==> src/rtl/piece_controller.sv <==
// rtl/piece_controller.sv - falling-piece position/rotation controller for a block-stacking playfield
//
// Purpose: owns the active piece's shape, orientation and top-left pixel
// position. Spawns pieces, applies player moves and gravity on frame ticks,
// trial-checks rotations against the playfield and pulses landed at the floor.
//
// Ports:
//   Clk, Reset_n                  clock, asynchronous active-low reset
//   frame_tick                    one-cycle pulse per video frame
//   spawn_req, new_shape[2:0]     spawn request and shape code (1..7)
//   move_left, move_right,
//   rotate, drop_fast             player controls, acted on only on frame_tick
//   shape_size_x/_y[9:0]          bounding box from external lookup of
//                                 {shape_num, query_rotation}
//   shape_num, rotation           committed shape and orientation
//   query_rotation                orientation presented to the size lookup
//   piece_x, piece_y              top-left of bounding box (px)
//   active, landed                piece falling; one-cycle landing pulse
module piece_controller #(
  parameter int FIELD_X0      = 240,
  parameter int FIELD_Y0      = 80,
  parameter int FIELD_W       = 160,
  parameter int FIELD_H       = 320,
  parameter int GRAVITY_TICKS = 30,
  parameter int FAST_TICKS    = 2
) (
  input  logic       Clk,
  input  logic       Reset_n,
  input  logic       frame_tick,
  input  logic       spawn_req,
  input  logic [2:0] new_shape,
  input  logic       move_left,
  input  logic       move_right,
  input  logic       rotate,
  input  logic       drop_fast,
  input  logic [9:0] shape_size_x,
  input  logic [9:0] shape_size_y,
  output logic [2:0] shape_num,
  output logic [1:0] rotation,
  output logic [1:0] query_rotation,
  output logic [9:0] piece_x,
  output logic [9:0] piece_y,
  output logic       active,
  output logic       landed
);

  typedef enum logic [1:0] {
    IDLE      = 2'd0,
    FALLING   = 2'd1,
    ROT_CHECK = 2'd2,
    LANDED    = 2'd3
  } state_t;

  localparam logic [9:0]  X_RESET  = 10'(FIELD_X0);
  localparam logic [9:0]  Y_RESET  = 10'(FIELD_Y0);
  localparam logic [9:0]  X_SPAWN  = 10'(FIELD_X0 + 64);
  localparam logic [10:0] X_LEFT   = 11'(FIELD_X0 + 16);
  localparam logic [10:0] X_LIMIT  = 11'(FIELD_X0 + FIELD_W);
  localparam logic [10:0] Y_LIMIT  = 11'(FIELD_Y0 + FIELD_H);
  localparam logic [7:0]  CNT_GRAV = 8'(GRAVITY_TICKS - 1);
  localparam logic [7:0]  CNT_FAST = 8'(FAST_TICKS - 1);

  state_t     state_q, state_d;
  logic [2:0] shape_q, shape_d;
  logic [1:0] rot_q, rot_d;
  logic [9:0] x_q, x_d;
  logic [9:0] y_q, y_d;
  logic [7:0] cnt_q, cnt_d;

  // Bound sums are widened to 11 bits so a large size can never wrap
  // around and falsely pass a comparison.
  logic [10:0] right_edge, bottom_edge, x_ext;
  logic [7:0]  cnt_lim;

  assign x_ext       = {1'b0, x_q};
  assign right_edge  = x_ext + {1'b0, shape_size_x};
  assign bottom_edge = {1'b0, y_q} + {1'b0, shape_size_y};
  assign cnt_lim     = drop_fast ? CNT_FAST : CNT_GRAV;

  always_ff @(posedge Clk or negedge Reset_n) begin
    if (!Reset_n) begin
      state_q <= IDLE;
      shape_q <= 3'd0;
      rot_q   <= 2'd0;
      x_q     <= X_RESET;
      y_q     <= Y_RESET;
      cnt_q   <= 8'd0;
    end else begin
      state_q <= state_d;
      shape_q <= shape_d;
      rot_q   <= rot_d;
      x_q     <= x_d;
      y_q     <= y_d;
      cnt_q   <= cnt_d;
    end
  end

  always_comb begin
    state_d = state_q;
    shape_d = shape_q;
    rot_d   = rot_q;
    x_d     = x_q;
    y_d     = y_q;
    cnt_d   = cnt_q;
    case (state_q)
      IDLE: begin
        if (spawn_req && (new_shape != 3'd0)) begin
          shape_d = new_shape;
          rot_d   = 2'd0;
          x_d     = X_SPAWN;
          y_d     = Y_RESET;
          cnt_d   = 8'd0;
          state_d = FALLING;
        end
      end
      FALLING: begin
        if (frame_tick) begin
          if (rotate) begin
            // Rotation tick is exclusive: no move, no gravity this frame.
            state_d = ROT_CHECK;
          end else begin
            // Lateral checks use the current (pre-move) bounding box.
            if (move_left && !move_right && (x_ext >= X_LEFT)) begin
              x_d = x_q - 10'd16;
            end else if (move_right && !move_left &&
                         ((right_edge + 11'd16) <= X_LIMIT)) begin
              x_d = x_q + 10'd16;
            end
            if (cnt_q >= cnt_lim) begin
              cnt_d = 8'd0;
              if ((bottom_edge + 11'd16) <= Y_LIMIT) begin
                y_d = y_q + 10'd16;
              end else begin
                state_d = LANDED;
              end
            end else begin
              cnt_d = cnt_q + 8'd1;
            end
          end
        end
      end
      ROT_CHECK: begin
        // Size inputs here describe the trial orientation (query_rotation).
        if ((right_edge <= X_LIMIT) && (bottom_edge <= Y_LIMIT)) begin
          rot_d = rot_q + 2'd1;
        end
        state_d = FALLING;
      end
      LANDED: begin
        state_d = IDLE;
      end
      default: begin
        state_d = IDLE;
      end
    endcase
  end

  assign shape_num      = shape_q;
  assign rotation       = rot_q;
  assign query_rotation = (state_q == ROT_CHECK) ? (rot_q + 2'd1) : rot_q;
  assign piece_x        = x_q;
  assign piece_y        = y_q;
  assign active         = (state_q == FALLING) || (state_q == ROT_CHECK);
  assign landed         = (state_q == LANDED);

endmodule

==> config.mk <==
export PLATFORM = sky130hd
export DESIGN_NAME = piece_controller
export DESIGN_NICKNAME = d
export VERILOG_FILES = /design/src/rtl/piece_controller.sv
export SDC_FILE = /design/constraint.sdc
export NUM_CORES = 1
export LEC_CHECK = 0
export CAP_MARGIN = 20
export CORE_ASPECT_RATIO = 2
export CORE_MARGIN = 2
export CORE_UTILIZATION = 51
export DETAILED_ROUTE_END_ITERATION = 10
export PLACE_DENSITY = 0.92
export REMOVE_ABC_BUFFERS = 1
export SLEW_MARGIN = 20
export SYNTH_ARGS = -nofsm -noshare
export SYNTH_HDL_FRONTEND = slang
export SYNTH_SLANG_ARGS = --single-unit
==> constraint.sdc <==
create_clock -name Clk -period 4.2 [get_ports Clk]
set_input_delay 0.84 -clock Clk [delete_from_list [all_inputs] [get_ports Clk]]
set_output_delay 0.84 -clock Clk [all_outputs]
set_load 0.01 [all_outputs]
==> results.txt, run 1 <==
Critical Path, Cell by Cell: clkdlybuf4s50_1, ha_1, xor2_1, inv_1, ha_1, o2bb2ai_1, o211a_1, a2111oi_0, a211oi_1, o21ai_1, mux2_2
Reg2Reg Launch Point: piece_x[6]$_DFFE_PN1P_
Reg-to-reg slack, setup: 0.83 ns
Fin crit period: 3.83 ns
Seq cells post-synth: 27
Rel. slew slack: 0.559
Setup WS post-layout: 0.374 ns
Post-synth cell types: 55
Worst Setup SP: shape_size_y[5]
Worst Tran Pin Value: 0.655 ns
Core box area: 0.00505 sq mm
Via count: 2458
Critical Path Sink: piece_y[4]$_DFFE_PN1P_
Number of global-route vias before repair: 2411
Die height: 106 microns
Rows: 37
Total gr overflow: 0
Sequential share of the synthesized area: 0.259
Die area: 0.00581 sq mm
Post-synth EDFFs: 0
Clock-pin slew on the worst setup and hold paths: 0.09 ns
Pre-CTS setup slack: 0.128 ns
I/O pins: 60
Die X: 54.9 microns
Synthesis Warnings: 0
FF+latch area: 683 sq um
Detailed-route wire length: 6330 microns
Final hold vios: 0
Vias per cell: 5.91
Setup-failing EPs final: 0
Starting Density: 0.523
Worst Setup Start Kind: input pin
Area Overhead vs Synth: 22.8%
WL per Instance: 15.2 microns
Final HPWL DP: 5040 microns
Worst VDD drop: 430 uV
Diodes inserted: 0
Period utilization: 0.911
Final Max Slew Viols: 0
Predominant post-synthesis flop cell: dfrtp_1
PwrDens: 597 mW/mm^2
Buf+Inv Stages, Crit Path: 2
Remaining DRCs: 0
Worst setup EP type: flip-flop
Total clock sinks: 27
Ys async rst share: 1.00
Worst Hold Class: flip-flop to flip-flop
Clock tree from TritonCTS: built
Hold WS: 0.512 ns
Footprint of the multi-input gates: 0.00184 sq mm
Crit path depth: 11
Pre-antenna DRT Iters: 4
WS Path Type: input pin to flip-flop
Num CTS Buffers: 3
Clk_lat worst skew: 0.27 ns
R2R depth: 9
Root buffer cell: clkbuf_8
Post-CTS Setup Repair Bufs: 0
Avg Cell Area, Syn: 8.72 sq um
Gpl congestion: 0.851
Setup TNS: 0 ns
Worst flop-to-flop path endpoint: piece_x[8]$_DFFE_PN0P_
Maximum clock frequency: 261 MHz
First-pass GRT wire length: 10400 microns
Total number of H-tree levels: 1
Layout Cells excl Fill: 416
Outcome: finished, final reports clean
Fin Clk Skew: 0.00307 ns
Leakage: 1.44 nW
Number of DRC markers in iteration 0: 87
Total global-route track usage: 0.232
Mapped Area: 0.00264 sq mm
Initial antenna violation count: 0
Critical Path AT: 4.04 ns
Dpl cells: 412
Final nets: 426
Max stage delay on crit path: 0.48 ns
Port bufs: 51
Post-CTS Hold Buffers: 0
RSZ-0062 raised after global routing: no
CP delay by family, top: compound AO/OA/AOI/OAI gates
Post_cts resized: 0
Fillers: 413
Antenna Nets Post-Route: 0
Layout cells sized above 1: 0.0698
Worst Path Required: 4.41 ns
Cells after synthesis: 303
Largest net degree at the start of global routing: 25
Top cell by count, worst path: ha_1
Max-Cap Viols: 0
CP Max Fanout: 9
CTS Buffer Depth: 2
Crit-path slowest cell: a2111oi_0
-- sequential cells by signal (all words and copies together), names as in the netlist --
register   flops
shape_num      3
piece_y        6
rotation       2
state_q        2
piece_x        6
cnt_q          8
-- metal layers --
metal  wire (microns)  GRT usage  part of all wire
met3              310     0.0354             0.049
met4              154     0.0750             0.024
met5                0          0                 0
met1             2530      0.270              0.40
met2             3340      0.406              0.53
-- synthesized netlist by cell type, drive strengths merged (2+ instances only) --
cell type  instances  area [sq um]
ha                35           438
or3                5          31.3
or2                4          25.0
o211ai             2          15.0
o2111ai            3          26.3
a211oi             6          45.0
nor2b              4          25.0
dfstp              6           158
mux2               3          33.8
a2bb2oi            2          17.5
a21oi             19           106
a211o              2          17.5
o2bb2ai            2          17.5
clkbuf             2          7.51
nor2              21          78.8
inv               21          78.8
mux2i              5          50.1
nand3             10          55.1
xnor2             13           114
and2               5          33.8
xor2              10          95.1
nand2             25          93.8
o21a               2          15.0
o211a              2          20.0
o21ai             18          90.1
nand2b             3          18.8
a21o               5          37.5
and3               3          18.8
nor4               5          31.3
a2111oi            2          17.5
o31ai              5          37.5
dfrtp             21           526
a31oi              5          31.3
nor3               3          15.0
buf                8          60.1
a22o               4          36.3
-- power breakdown --
part	total [mW]	internal (mW)	switching [mW]
combinational	1.34	0.620	0.715
clock	0.146	0.0665	0.0793
sequential	0.454	0.353	0.102
total	1.94	1.04	0.896
-- layout make-up --
class,count,share of cell area
sequential,27,0.211
tap,58,0.0224
timing repair buffer,53,0.160
clock buffer,3,0.0127
multi-input combinational,253,0.568
clock inverter,1,0.00154
inverter,21,0.0243
-- stage by stage --
stage / total power, mW / instance area [sq um] / utilization
after floorplan: 1.34 / 2600 / -
after global placement: 1.69 / 3200 / 0.635
after detailed placement: 1.77 / 3200 / 0.635
after CTS: 1.92 / 3250 / 0.644
after global routing: 2.11 / 3240 / 0.643
final: 1.94 / 3240 / 0.643
-- how the worst min path moves through the flow --
stage	to	slack (ns)	cells past startpoint	start
floorplan	cnt_q[7]$_DFFE_PN0P_	0.46	1	cnt_q[7]$_DFFE_PN0P_
global placement	cnt_q[7]$_DFFE_PN0P_	0.48	1	cnt_q[7]$_DFFE_PN0P_
detailed placement	shape_num[1]$_DFFE_PN0P_	0.49	1	shape_num[1]$_DFFE_PN0P_
CTS	shape_num[1]$_DFFE_PN0P_	0.51	1	shape_num[1]$_DFFE_PN0P_
global route	shape_num[1]$_DFFE_PN0P_	0.54	1	shape_num[1]$_DFFE_PN0P_
finish	shape_num[1]$_DFFE_PN0P_	0.51	1	shape_num[1]$_DFFE_PN0P_
-- placed cells by master (no fill, tap or decap), types with 9 or more instances in the layout --
cell	Yosys	layout
nand3_1	9	9
conb_1	1	9
nand2_1	25	25
clkdlybuf4s50_1	0	50
ha_1	35	35
o21ai_0	17	17
inv_1	21	21
dfrtp_1	21	21
xnor2_1	13	13
nor2_1	21	21
a21oi_1	18	18
xor2_1	9	9
-- cells by family (layout without fill, tap and decap cells) --
logic type      Yosys count  in the layout  synth area share
compound gates           82             82             0.210
xor+xnor                 24             24            0.0881
fa+ha+maj                36             36             0.173
buf+inv                  31             78            0.0554
flops                    27             27             0.259
mux                       8              8            0.0317
other cells               1              9           0.00142
simple gates             94             94             0.181
No activity file was read; power rests on OpenSTA's default activity.
==> run 2: changes to the inputs <==
--- a/config.mk
+++ b/config.mk
@@ -11,6 +11,7 @@
 export CORE_UTILIZATION = 51
 export DETAILED_ROUTE_END_ITERATION = 10
 export PLACE_DENSITY = 0.92
+export RECOVER_POWER = 25
 export REMOVE_ABC_BUFFERS = 1
 export SLEW_MARGIN = 20
 export SYNTH_ARGS = -nofsm -noshare
==> run 2 against run 1 <==
Effect of this change:
- clock power about the same
- global-route usage unchanged
- largest cell class unchanged
- combinational power about the same
==> results.txt, run 2 (synthesis gave the netlist of run 1 again) <==
Final Max Slew Viols: 0 (unchanged)
Dpl cells: 412 (unchanged)
Die height: 106 microns (unchanged)
Detailed-route wire length: 6320 microns (-0.21%)
Post-layout util: 0.642 (about the same)
Clock-pin slew on the worst setup and hold paths: 0.09 ns (about the same)
Worst setup EP type: flip-flop
Hold WS: 0.512 ns (-0.00000100 ns)
Pre-antenna DRT Iters: 4 (unchanged)
Core box area: 0.00505 sq mm (unchanged)
RSZ-0062 raised after global routing: no
Top cell by count, worst path: ha_1
Int Pwr: 1.04 mW (about the same)
I/O pins: 60 (unchanged)
Clock tree from TritonCTS: built
Die area: 0.00581 sq mm (unchanged)
WS Path Type: input pin to flip-flop
Critical Path AT: 4.04 ns (about the same)
Switch share: 0.462 (about the same)
Die X: 54.9 microns (unchanged)
Gpl congestion: 0.851 (unchanged)
Final hold vios: 0 (unchanged)
Final HPWL DP: 5040 microns (unchanged)
Buf+Inv Stages, Crit Path: 2 (unchanged)
Number of global-route vias before repair: 2411 (unchanged)
Root buffer cell: clkbuf_8
Largest net degree at the start of global routing: 25 (unchanged)
CP delay by family, top: compound AO/OA/AOI/OAI gates
Max FFs per register: 8 (unchanged)
Post-CTS Hold Buffers: 0 (unchanged)
Fin crit period: 3.83 ns (-0.000450 ns)
Via count: 2453 (-0.20%)
Clock share of power: 0.076 (about the same)
Period utilization: 0.911 (about the same)
Total number of H-tree levels: 1 (unchanged)
First-pass GRT wire length: 10400 microns (unchanged)
Num CTS Buffers: 3 (unchanged)
Commonest non-fill, non-tap cell in the layout: clkdlybuf4s50_1
Post_cts resized: 0 (unchanged)
Remaining DRCs: 0 (unchanged)
Total gr overflow: 0 (unchanged)
Max-Cap Viols: 0 (unchanged)
Switching power: 0.894 mW (-0.20%)
Final nets: 426 (unchanged)
Layout Cells excl Fill: 416 (unchanged)
Max stage delay on crit path: 0.48 ns (about the same)
Fillers: 414 (+0.24%)
Rows: 37 (unchanged)
Crit-path slowest cell: a2111oi_0
Setup TNS: 0 ns (unchanged)
Worst Tran Pin Value: 1.28 ns (+0.626 ns)
Initial antenna violation count: 0 (unchanged)
Commonest non-fill, non-tap cells in the layout: clkdlybuf4s50_1, ha_1, nand2_1
Largest register by flop count: cnt_q
Worst Setup Start Kind: input pin
Post-CTS Setup Repair Bufs: 0 (unchanged)
Worst Path Required: 4.41 ns (about the same)
Leakage: 1.44 nW (-0.19%)
Fin Clk Skew: 0.00335 ns (+0.000277 ns)
Rel. slew slack: 0.146 (-0.413)
WL per Instance: 15.2 microns (-0.21%)
Seq pwr share: 0.235 (about the same)
Diodes inserted: 0 (unchanged)
Logic gate share of total power: 0.689 (about the same)
CP Max Fanout: 9 (unchanged)
Total global-route track usage: 0.232 (unchanged)
Critical Path, Cell by Cell: clkdlybuf4s50_1, ha_1, xor2_1, inv_1, ha_1, o2bb2ai_1, o211a_1, a2111oi_0, a211oi_1, o21ai_1, mux2_2
Vias per cell: 5.90 (-0.20%)
CTS Buffer Depth: 2 (unchanged)
Worst VDD drop: 430 uV (about the same)
Clk_lat worst skew: 0.27 ns (about the same)
Antenna Nets Post-Route: 0 (unchanged)
Layout cells sized above 1: 0.0670 (-0.00279)
Worst Hold Class: flip-flop to flip-flop
Total clock sinks: 27 (unchanged)
Number of DRC markers in iteration 0: 87 (unchanged)
Outcome: finished, final reports clean
Port bufs: 51 (unchanged)
Area Overhead vs Synth: 22.7% (about the same)
Setup-failing EPs final: 0 (unchanged)
Maximum clock frequency: 261 MHz (about the same)
Starting Density: 0.523 (unchanged)
PwrDens: 596 mW/mm^2 (about the same)
[run 2: final timing paths]
| check | from | end | slack [ns] | depth (start not counted) |
|---|---|---|---|---|
| max in group asynchronous | Reset_n | piece_x[4]$_DFFE_PN1P_ | 2.57 | 2 |
| worst max register to register | piece_x[6]$_DFFE_PN1P_ | piece_x[8]$_DFFE_PN0P_ | 0.85 | 9 |
| worst min-delay path | shape_num[1]$_DFFE_PN0P_ | shape_num[1]$_DFFE_PN0P_ | 0.51 | 1 |
| min in group asynchronous | Reset_n | piece_x[8]$_DFFE_PN0P_ | 0.82 | 1 |
| worst max-delay path | shape_size_y[5] | piece_y[4]$_DFFE_PN1P_ | 0.37 | 11 |
| worst min register to register | shape_num[1]$_DFFE_PN0P_ | shape_num[1]$_DFFE_PN0P_ | 0.51 | 1 |
[run 2: cell type report]
type / count / area [sq um] / share of cell area
inverters: 21 / 78.8 / 0.0243
repair buffers: 53 / 519 / 0.160
clock buffers: 3 / 41.3 / 0.0127
well taps: 58 / 72.6 / 0.0224
flip-flops and latches: 27 / 683 / 0.211
clock inverters: 1 / 5.00 / 0.00154
multi-input cells: 253 / 1840 / 0.568
[run 2: worst register-to-register path, stage by stage (launching register included)]
cell and delay, ns:
dfstp_2 0.60, ha_1 0.32, o21ai_0 0.47, a21oi_1 0.15, a211oi_1 0.57, o21ai_0 0.20
a31oi_1 0.20, o2111ai_1 0.20, a21oi_4 0.33, mux2i_1 0.23
[run 2: through the flow]
stage | worst slack [ns] | power (mW) | area (sq um)
detailed placement | 0.128 | 1.77 | 3200
global placement | 0.321 | 1.69 | 3200
floorplan | 0.836 | 1.34 | 2600
finish | 0.374 | 1.93 | 3240
CTS | 0.411 | 1.92 | 3250
global route | 0.136 | 2.11 | 3240
[run 2: per-layer routing]
metal	vias up	track usage	share of wire
met2	90	0.406	0.52
met5	-	0	0
met1	1151	0.270	0.40
met4	0	0.0750	0.027
met3	21	0.0354	0.046
li1	1191	-	-
[run 2: power by group through the flow]
stage | Combinational [mW] | Clock [mW] | Sequential (mW)
final | 1.33 | 0.146 | 0.454
after CTS | 1.32 | 0.147 | 0.451
after floorplan | 0.891 | 0 | 0.453
after global routing | 1.48 | 0.161 | 0.468
after global placement | 1.24 | 0 | 0.450
after detailed placement | 1.31 | 0 | 0.455
